**config.mk**
```make
export PLATFORM = sky130hd
export DESIGN_NAME = alu_issue_stage
export DESIGN_NICKNAME = d
export VERILOG_FILES = /design/src/rtl/alu_issue_stage.sv
export SDC_FILE = /design/constraint.sdc
export NUM_CORES = 1
export LEC_CHECK = 0
export CAP_MARGIN = 20
export CORE_UTILIZATION = 52
export DETAILED_ROUTE_END_ITERATION = 8
export PLACE_DENSITY = 0.88
export SLEW_MARGIN = 5
export SYNTH_ARGS = -nofsm -noshare
export SYNTH_HDL_FRONTEND = slang
export SYNTH_SLANG_ARGS = --single-unit
```
**constraint.sdc**
```tcl
create_clock -name clk -period 4.1 [get_ports clk]
set_input_delay 0.82 -clock clk [delete_from_list [all_inputs] [get_ports clk]]
set_output_delay 0.82 -clock clk [all_outputs]
set_load 0.03 [all_outputs]
```
**src/rtl/alu_issue_stage.sv**
```systemverilog
// alu_issue_stage
// Buffered issue/retire stage around a 32-bit combinational ALU.
// Commands (X, Y, op_code) enter over a valid/ready handshake and are queued
// in a DEPTH-entry circular FIFO. The head entry drives the ALU inputs
// combinationally, and the ALU result plus flags are captured into a
// registered output slot that has its own valid/ready handshake. A counter
// tracks every completed output handshake.
//
// Ports:
//   clk, rst              clock, synchronous active-high reset
//   in_valid/in_ready     command handshake; in_x, in_y, in_op command fields
//   alu_x/alu_y/alu_op    head command driven to the ALU (zero when empty)
//   alu_z/alu_equal/alu_overflow/alu_zero   ALU result and flags
//   out_valid/out_ready   result handshake; out_z, out_op, out_* flags
//   retired               count of completed output handshakes (wraps)
module alu_issue_stage #(
    parameter int DEPTH = 4,
    parameter int CNT_W = 16
) (
    input  logic             clk,
    input  logic             rst,
    input  logic             in_valid,
    output logic             in_ready,
    input  logic [31:0]      in_x,
    input  logic [31:0]      in_y,
    input  logic [3:0]       in_op,
    output logic [31:0]      alu_x,
    output logic [31:0]      alu_y,
    output logic [3:0]       alu_op,
    input  logic [31:0]      alu_z,
    input  logic             alu_equal,
    input  logic             alu_overflow,
    input  logic             alu_zero,
    output logic             out_valid,
    input  logic             out_ready,
    output logic [31:0]      out_z,
    output logic [3:0]       out_op,
    output logic             out_equal,
    output logic             out_overflow,
    output logic             out_zero,
    output logic [CNT_W-1:0] retired
);

    localparam int AW = $clog2(DEPTH);
    localparam logic [AW:0] FULL_COUNT = (AW + 1)'(DEPTH);

    logic [31:0]   mem_x  [DEPTH];
    logic [31:0]   mem_y  [DEPTH];
    logic [3:0]    mem_op [DEPTH];
    logic [AW-1:0] rd_ptr;
    logic [AW-1:0] wr_ptr;
    logic [AW:0]   count;

    logic fifo_empty;
    logic push;
    logic issue;
    logic retire;

    // Handshake decode; in_ready is forced low while reset is asserted and
    // never looks at a same-cycle pop, so a full FIFO always stalls one cycle.
    always_comb begin
        fifo_empty = (count == {(AW + 1){1'b0}});
        in_ready   = ~rst & (count != FULL_COUNT);
        push       = in_valid & in_ready;
        issue      = ~fifo_empty & (~out_valid | out_ready);
        retire     = out_valid & out_ready;
    end

    // Head of the FIFO drives the ALU; idle inputs are zero when empty.
    always_comb begin
        alu_x  = 32'h0000_0000;
        alu_y  = 32'h0000_0000;
        alu_op = 4'h0;
        if (!fifo_empty) begin
            alu_x  = mem_x[rd_ptr];
            alu_y  = mem_y[rd_ptr];
            alu_op = mem_op[rd_ptr];
        end else begin
            alu_x  = 32'h0000_0000;
            alu_y  = 32'h0000_0000;
            alu_op = 4'h0;
        end
    end

    // FIFO storage; contents need no reset because count gates every read.
    always_ff @(posedge clk) begin
        if (push) begin
            mem_x[wr_ptr]  <= in_x;
            mem_y[wr_ptr]  <= in_y;
            mem_op[wr_ptr] <= in_op;
        end
    end

    // FIFO pointers and occupancy; pointers wrap naturally at DEPTH.
    always_ff @(posedge clk) begin
        if (rst) begin
            rd_ptr <= {AW{1'b0}};
            wr_ptr <= {AW{1'b0}};
            count  <= {(AW + 1){1'b0}};
        end else begin
            if (push) begin
                wr_ptr <= wr_ptr + AW'(1);
            end
            if (issue) begin
                rd_ptr <= rd_ptr + AW'(1);
            end
            case ({push, issue})
                2'b10:   count <= count + (AW + 1)'(1);
                2'b01:   count <= count - (AW + 1)'(1);
                default: count <= count;
            endcase
        end
    end

    // Output slot: loads on issue (including back-to-back with a retire),
    // empties on a retire without a refill, otherwise holds steady.
    always_ff @(posedge clk) begin
        if (rst) begin
            out_valid    <= 1'b0;
            out_z        <= 32'h0000_0000;
            out_op       <= 4'h0;
            out_equal    <= 1'b0;
            out_overflow <= 1'b0;
            out_zero     <= 1'b0;
        end else if (issue) begin
            out_valid    <= 1'b1;
            out_z        <= alu_z;
            out_op       <= mem_op[rd_ptr];
            out_equal    <= alu_equal;
            out_overflow <= alu_overflow;
            out_zero     <= alu_zero;
        end else if (retire) begin
            out_valid    <= 1'b0;
        end
    end

    // Retired-result counter, wraps from all-ones to zero.
    always_ff @(posedge clk) begin
        if (rst) begin
            retired <= {CNT_W{1'b0}};
        end else if (retire) begin
            retired <= retired + CNT_W'(1);
        end
    end

endmodule

```
# [After elaboration in Yosys (flattened, before gate mapping)]
# Memories as Yosys holds them, arrays and structs flattened. A register that Yosys moved wholly into a read port is not among the register bits.
# Index checks and enable logic that the tools add are counted.
[classes] addsub=5 n_eq_ne=3 muxes=14 bitwise=8 n_reduce_logical=3
[ops] cell="two-way mux 32 bit" count=2
[ops] cell="adder 16 x 1 -> 16 bit (second input constant)" count=1
[ops] cell="two-way mux 2 bit" count=6
[ops] cell="case mux 3 bit (2 select lines)" count=1
[ops] cell="adder 2 x 1 -> 2 bit (second input constant)" count=2
[ops] cell="bitwise AND 1 bit" count=4
[ops] cell="two-way mux 1 bit" count=4
[ops] cell="two-way mux 4 bit" count=1
[ops] cell="nonzero test 2 bit" count=2
[ops] cell="adder 3 x 1 -> 3 bit (second input constant)" count=1
[ops] cell="logical NOT 3 bit" count=1
[ops] cell="inequality test 3 bit (second input constant)" count=1
[ops] cell="inverter 1 bit" count=3
[ops] cell="subtractor 3 x 1 -> 3 bit (second input constant)" count=1
[ops] cell="== test 2 x 1 -> 1 bit (second input constant)" count=1
[ops] cell="== test 2 bit (second input constant)" count=1
[ops] cell="OR 1 bit" count=1
[word_totals] ff_bits=63 mem_bits_rw=272 input_bits=107 elab_cells=46 n_memories=3
[memory_table] name="mem_x" depth=4 width=32 read_ports=1 rd_clocked_by_memory_dff=1 write_ports=1 line_no="47" source="logic [31:0] mem_x [DEPTH];"
[memory_table] name="mem_y" depth=4 width=32 read_ports=1 rd_clocked_by_memory_dff=1 write_ports=1 line_no="48" source="logic [31:0] mem_y [DEPTH];"
[memory_table] name="mem_op" depth=4 width=4 read_ports=1 rd_clocked_by_memory_dff=1 write_ports=1 line_no="49" source="logic [3:0] mem_op [DEPTH];"

# [Depth between registers and ports, before layout]
# Gate-level depths: netlist (run 1).
[depth] ltp_word=5 ltp_mapped=11 ltp_nobuf=9

# [Worst setup path before layout (run 1)]
# No wires, ideal clock.
[synth_path] path_type="input-to-reg" startpoint="in in_valid" endpoint="mem mem_op[0][0], enable pin" setup_time_ns=0.433 arrival_ns=2.888 required_time_ns=3.667 path_slack_ns=0.778 stages=3 n_path_buf=0 path_cell_list="inv_1 -> a211oi_2 -> and2_1"
[synth_between] elab_chain_cells=3
[synth_lines] item="start, declared" line_no="22" source="input logic in_valid,"
[synth_lines] item="bitwise AND 1 bit" line_no="64" source="push = in_valid & in_ready;"
[synth_lines] item="two-way mux 1 bit" line_no="87" source="if (push) begin"
[synth_lines] item="two-way mux 1 bit (implied by the code)" line_no="90" source="mem_op[wr_ptr] <= in_op;"
[synth_lines] item="end, declared" line_no="49"
# No other way between the ends.

# [Final worst setup path (run 1)]
[layout_path] startpoint="reg count[2]" endpoint="out alu_x[3]"
[layout_between] elab_chain_cells=2
[layout_lines] item="start, declared" line_no="52" source="logic [AW:0] count;"
[layout_lines] item="start signal, assigned" line_no="99" source="count <= {(AW + 1){1'b0}};"
[layout_lines] item="start signal, assigned" line_no="108" source="2'b10: count <= count + (AW + 1)'(1);"
[layout_lines] item="start signal, assigned" line_no="109" source="2'b01: count <= count - (AW + 1)'(1);"
[layout_lines] item="logical NOT 3 bit" line_no="62" source="fifo_empty = (count == {(AW + 1){1'b0}});"
[layout_lines] item="two-way mux 32 bit" line_no="74" source="if (!fifo_empty) begin"
[layout_lines] item="end, declared" line_no="27" source="output logic [31:0] alu_x,"
# No other way between the ends.

==> metrics.md, run 1 <==
| Metric | Value |
|---|---|
| Syn Inst Count | about 740 |
| Multiplexer area fraction after synthesis | 12.1% |
| Die area | 25400 µm² |
| Max-cap violations | 0 |
| DR vias/cell | 5.34 |
| #FFs+latches synth | around 340 |
| Post-CTS setup buffer count | 0 |
| Outcome | complete, no violations |
| Largest family of logic cells by synthesized area | multiplexers |
| ANT cells | 0 |
| Worst reg-to-reg path cell count | 9 |
| Post-DRT Antenna Nets | 0 |
| Place WS | 0.796 ns |
| Nets | 1094 |
| WP data required | 3.28 ns |
| DRT iter0 DRCs | 476 |
| CP Launch Type | register |
| Cell family with most CP delay | buffers and inverters |
| Num CTS Buffers | 35 |
| Cell Area, Placed | 15600 µm² |
| WP data arrival | 2.87 ns |
| Hold path cells | 2 |
| Critical path buffers and inverters | 2 |
| Internal power | roughly 0.0072 W |
| GRT Total Usage | a little over a fifth |
| Worst slew pin tran | ~0.75 ns |
| Grt met3 use | 5.16% |
| First-pass GRT wire length | 41200 µm |
| Final instance area | 16600 µm² |
| Placeable Area | 24300 µm² |
| Synth unique cells | 38 |
| Drt total wl | 26500 µm |
| Die width | 159 µm |
| Slowest library cell on the worst path | clkdlybuf4s50_1 |
| Non-filler instance count after layout | 1331 |
| Drt first pass iters | 4 |
| RSZ-0062 raised after global routing | no |
| Vias in the first global route | 7509 |
| Reg clk slew, reported paths | around 0.060 ns |
| Die Ht | between 150 and 200 µm |
| HPWL after DPL | 16500 µm |
| Clock Latency Late Sink | 0.50 ns |
| Area growth syn-to-layout | 29.0% |
| Synth Area in Compound Gates | ~2.2% |
| Ys Warns | 0 |
| Post-CTS sizing | 0 |
| Net Count, Synth | 853 |
| Gpl congestion | 0.802 |
| Grt met1 use | around a quarter |
| CTS tree | done |
| Syn Area/Cell | around 17 µm² |
| FP Rows | 57 |
| Post-Synth Adder-Cell Area | 0.738% |
| Setup TNS Final | 0 ns |
| Hold Fails Final Rpt | 0 |
| Pin count of the biggest net entering global routing | between 60 and 70 |
| DR WL/cell | 19.9 µm |
| Sw Share | 31.7% |
| Fin util | 68.3% |
| Peak VDD IR | 0.398 mV |
| Clock Sinks | 337 |
| Routed vias | just over 7000 |
| CP Capture Type | output pin |
| Synth Area in XOR/XNOR | 0.952% |
| Setup ws final | 0.413 ns |
| WS Path Type | reg -> out |
| Met2 global-route usage | ~37% |
| Starting Density | 53.0% |
| Peak Freq | 271 MHz |
| Grt total ovfl | 0 |
| Hold Crit Class | reg -> reg |
| Flop2flop setup slack | approximately 1.3 ns |
| Root buffer cell | clkbuf_16 |
| Clk_skew | 0.0111 ns |
| CTS Hold Buffers Added | 0 |
| Share of total power in combinational logic | approximately a third |
| Simple-gate share of the synthesized area | 8.41% |
| Max-slew violation count | 0 |
| Fin crit period | 3.69 ns |
| Crit path max fanout | 38 |
| P per Cell Area | 638 nW/µm² |
| Reg power frac | between 40% and 50% |
| Io pins | 232 |
| CTS H-tree depth | 2 |
| Cell breakdown of the critical path | or3_2 -> buf_4 -> and2_1 -> clkdlybuf4s50_1 |
| Mapped Area | between 10000 and 15000 µm² |
| IO buf count | 231 |
| Clk buf depth | 3 |
| DRC violations left | 0 |
| Sequential-to-total area share from yosys stat | 73.5% |
| Rel. slew slack | 49.7% |
| Initial antenna violation count | 1 |
| Crit path depth | 4 |
| Top Usage Layer GRT | met2 |
| # setup viols final | 0 |
| Leak Pwr | 5.44 nW |
| Max stage delay on crit path | 0.69 ns |
| Clock network power share | 27.3% |
| Psw | 0.00336 W |
| Layout cells sized above 1 | around 14% |
| Period utilization | 89.9% |
| Placed cells | 1267 |
## power groups by stage
stage               registers (W)  logic (W)  clock network, W
finish                    0.00425    0.00345           0.00290
global route              0.00429    0.00366           0.00310
CTS                       0.00425    0.00349           0.00297
detailed placement        0.00432    0.00347                 0
global placement          0.00430    0.00342                 0
floorplan                 0.00451    0.00197                 0
## synthesized netlist by cell type
master	n	area share, %
buf_12	2	0.31
and4_2	1	0.078
a21oi_1	47	1.8
o21ai_0	3	0.12
nor2_1	21	0.61
a31o_2	1	0.068
buf_1	1	0.029
nor3_1	3	0.12
buf_2	12	0.47
ha_1	6	0.58
clkbuf_1	18	0.52
nor4_4	1	0.17
nand2b_1	1	0.049
inv_1	9	0.26
and2_1	73	3.5
nand4_1	4	0.19
buf_6	4	0.35
mux4_2	68	12
dfxtp_1	65	10
inv_2	1	0.029
and3_1	1	0.049
fa_1	1	0.16
xor2_1	10	0.68
mux2_2	3	0.26
nor3b_2	1	0.097
and4_1	2	0.14
nand2_8	1	0.16
edfxtp_1	272	63
a211oi_2	1	0.097
nand3_1	6	0.23
o31ai_1	1	0.058
xnor2_1	4	0.27
nand2_1	84	2.4
or3_1	4	0.19
nand3_4	1	0.14
or2b_1	1	0.058
nor2b_1	3	0.15
buf_4	2	0.12
## registers in the layout, summed over array words and instances (netlist names), named ones only
signal and flops:
mem_op 16, out_overflow 1, retired 16, count 3, mem_x 128, out_valid 1
rd_ptr 2, out_op 4, out_z 32, wr_ptr 2, mem_y 128, out_zero 1
out_equal 1
## worst min-delay path: cells and delay by family, from the launching register on
kind	cells	cell delay (ns)
AO/OA/AOI/OAI	1	0.05
AND/OR/NAND/NOR	1	0.05
flip-flops	1	0.30
## per-layer routing
layer,vias up,share of wire [%]
met3,34,6.1
met4,2,1.6
li1,3284,-
met1,3539,40
met2,251,52
met5,-,0.049
## per-stage QoR
stage          total power (W)  hold slack [ns]
2_1_floorplan          0.00649            0.485
3_3_place_gp           0.00773            0.442
3_5_place_dp           0.00780            0.446
4_1_cts                 0.0107            0.454
5_1_grt                 0.0111            0.474
6_report                0.0106            0.452
## cell families (layout without fill, tap and decap cells)
| group | count (synthesis) | in the layout |
|---|---|---|
| DFF | 337 | 337 |
| buffers and inverters | 49 | 317 |
| adders and majority gates | 7 | 7 |
| and+or+nand+nor | 208 | 208 |
| AOI/OAI and AO/OA | 53 | 53 |
| xor gates and xnor gates | 14 | 14 |
| muxes | 71 | 71 |
## cells in the final DEF (no fill, tap or decap), drive strengths merged
cell / n
buf: 13
fa: 1
and4: 3
o21ai: 3
nor2: 21
and3: 1
xnor2: 4
nor2b: 3
mux4: 68
mux2: 3
or3: 4
xor2: 10
a31o: 1
and2: 73
a211oi: 1
dfxtp: 65
clkbuf: 47
or2b: 1
nor3: 3
nand3: 7
inv: 11
a21oi: 47
nand2b: 1
clkdlybuf4s50: 230
ha: 6
nand2: 85
nor4: 1
bufinv: 1
edfxtp: 272
clkinv: 15
o31ai: 1
nor3b: 1
nand4: 4
## worst paths after layout
| kind | startpoint | end |
|---|---|---|
| worst max-delay path | count[2] | alu_x[3] |
| worst min-delay path | out_op[3] | out_op[3] |
| worst max register to register | count[2] | count[2] |
| worst min register to register | out_op[3] | out_op[3] |
## cell type report
type	count	area (µm²)
sequential	337	9480
fill	1572	7700
multi-input combinational	353	3160
timing repair buffer	243	2480
clock buffer	47	942
tap	324	405
clock inverter	17	113
inverter	10	37.5
Power figures use the tool's default switching activity.
==> run 2: changes to the inputs <==
--- a/config.mk
+++ b/config.mk
@@ -5,7 +5,7 @@
 export SDC_FILE = /design/constraint.sdc
 export NUM_CORES = 1
 export LEC_CHECK = 0
-export CAP_MARGIN = 20
+export CORE_MARGIN = 3
 export CORE_UTILIZATION = 52
 export DETAILED_ROUTE_END_ITERATION = 8
 export PLACE_DENSITY = 0.88
==> metrics.md, run 2 (synthesized netlist as in run 1, its figures left out) <==
| Metric | Value |
|---|---|
| Routed vias | 7160 (was 7110) |
| # setup viols final | 0 (unchanged) |
| First-pass GRT wire length | 41900 µm (was 41200 µm) |
| Peak VDD IR | 0.535 mV (was 0.398 mV) |
| Grt total ovfl | 0 (unchanged) |
| Period utilization | 86.6% (was 89.9%) |
| Hold Path Origin | out_z[30] (was out_op[3]) |
| Layout cells sized above 1 | 14.7% (was 14.1%) |
| Setup TNS Final | 0 ns (unchanged) |
| Hold path cells | 2 (unchanged) |
| Clock Latency Late Sink | 0.51 ns (was 0.50 ns) |
| Clk_skew | 0.0118 ns (was 0.0111 ns) |
| Most frequent cells in the layout | 272 x edfxtp_1, 230 x clkdlybuf4s50_1, 84 x nand2_1, 69 x and2_1, 68 x mux4_2 (unchanged) |
| Drt first pass iters | 5 (was 4) |
| Nets | 1096 (was 1094) |
| CTS tree | done (unchanged) |
| Placed cells | 1264 (was 1267) |
| Post-DRT Antenna Nets | 0 (unchanged) |
| ANT cells | 0 (unchanged) |
| WP data required | 3.28 ns (about the same) |
| WS Path Type | reg -> out (unchanged) |
| Worst slew pin tran | 0.587 ns (was 0.755 ns) |
| Rel. slew slack | 60.8% (was 49.7%) |
| RSZ-0062 raised after global routing | no (unchanged) |
| Leak Pwr | 5.45 nW (was 5.44 nW) |
| Worst reg-to-reg path cell count | 9 (unchanged) |
| CTS Hold Buffers Added | 0 (unchanged) |
| WP data arrival | 2.73 ns (was 2.87 ns) |
| Die width | 163 µm (was 159 µm) |
| Post-CTS sizing | 0 (unchanged) |
| Starting Density | 53.9% (was 53.0%) |
| Num CTS Buffers | 35 (unchanged) |
| Pin count of the biggest net entering global routing | 61 (was 62) |
| CP Capture Type | output pin (unchanged) |
| IO buf count | 231 (unchanged) |
| Non-filler instance count after layout | 1327 (was 1331) |
| HPWL after DPL | 17200 µm (was 16500 µm) |
| Crit path max fanout | 26 (was 38) |
| DRC violations left | 0 (unchanged) |
| Peak Freq | 282 MHz (was 271 MHz) |
| Clock Sinks | 337 (unchanged) |
| Outcome | complete, no violations (unchanged) |
| CP Launch Type | register (unchanged) |
| Max-slew violation count | 0 (unchanged) |
| Fin crit period | 3.55 ns (was 3.69 ns) |
| Die Ht | 163 µm (was 159 µm) |
| DRT iter0 DRCs | 560 (was 476) |
| Vias in the first global route | 7597 (was 7509) |
| DR WL/cell | 20.4 µm (was 19.9 µm) |
| P per Cell Area | 640 nW/µm² (was 638 nW/µm²) |
| R2R Path Start | count[2] (unchanged) |
| Gpl congestion | 0.749 (was 0.802) |
| Area growth syn-to-layout | 29.0% (unchanged) |
| Largest registers | mem_x x128, mem_y x128, out_z x32 (unchanged) |
| Root buffer cell | clkbuf_16 (unchanged) |
| Die area | 26700 µm² (was 25400 µm²) |
| Initial antenna violation count | 0 (was 1) |
| FP Rows | 56 (was 57) |
| Reg clk slew, reported paths | 0.06 ns (about the same) |
| Clk buf depth | 3 (unchanged) |
| Hold Fails Final Rpt | 0 (unchanged) |
| Post-CTS setup buffer count | 0 (unchanged) |
| Max-cap violations | 0 (unchanged) |
| Placeable Area | 23900 µm² (was 24300 µm²) |
| Drt total wl | 27100 µm (was 26500 µm) |
| Io pins | 232 (unchanged) |
| Commonest non-fill, non-tap cell in the layout | edfxtp_1 (unchanged) |
| CTS H-tree depth | 2 (unchanged) |
| DR vias/cell | 5.40 (was 5.34) |
| GRT Total Usage | 20.5% (was 21.2%) |
| Hold Crit Class | reg -> reg (unchanged) |
## run 2: changes by cell type in the layout (fill, tap and decap cells not counted), sizes merged
cell and change:
clkinv -4, clkbuf +1, inv +2, buf +2
## run 2: metrics by stage
| step | power [W] | hold WS, ns | setup WS, ns | cell area (µm²) | utilization (%) |
|---|---|---|---|---|---|
| 2_1_floorplan | 0.00649 | 0.485 | 0.778 | 12900 | - |
| 3_3_place_gp | 0.00774 | 0.442 | 0.843 | 15600 | 65.1 |
| 3_5_place_dp | 0.00782 | 0.446 | 0.771 | 15600 | 65.1 |
| 4_1_cts | 0.0108 | 0.454 | 0.491 | 16600 | 69.5 |
| 5_1_grt | 0.0111 | 0.466 | 0.403 | 16600 | 69.5 |
| 6_report | 0.0106 | 0.455 | 0.551 | 16600 | 69.5 |
## run 2: worst max-delay path, stage by stage, from the launching register on
cell and delay (ns):
dfxtp_4 0.36, buf_4 0.44, mux4_2 0.60, and2_1 0.21
clkdlybuf4s50_1 0.61
## run 2: final timing paths
check	to	slack [ns]
max reg2reg	count[2]	1.54
min	out_z[30]	0.46
min reg2reg	out_z[30]	0.46
max	alu_op[1]	0.55
## run 2: cell type report
class	count	area, µm²
clock inverter	15	104
tap	319	399
multi-input combinational	353	3160
inverter	10	37.5
timing repair buffer	245	2490
sequential	337	9480
clock buffer	48	955
fill	1505	7280
## run 2: per-layer routing
layer | routed length (µm) | up-vias | global-route usage (%)
met5 | 0 | - | 0
met4 | 637 | 0 | 6.38
met3 | 2240 | 47 | 5.05
met2 | 13900 | 285 | 36.3
met1 | 10300 | 3537 | 25.0
li1 | - | 3291 | -
## run 2: report_power, final
part / internal [W] / switching, W
clock network: 0.00170 / 0.00121
registers: 0.00402 / 0.000187
logic: 0.00153 / 0.00199
total: 0.00725 / 0.00339
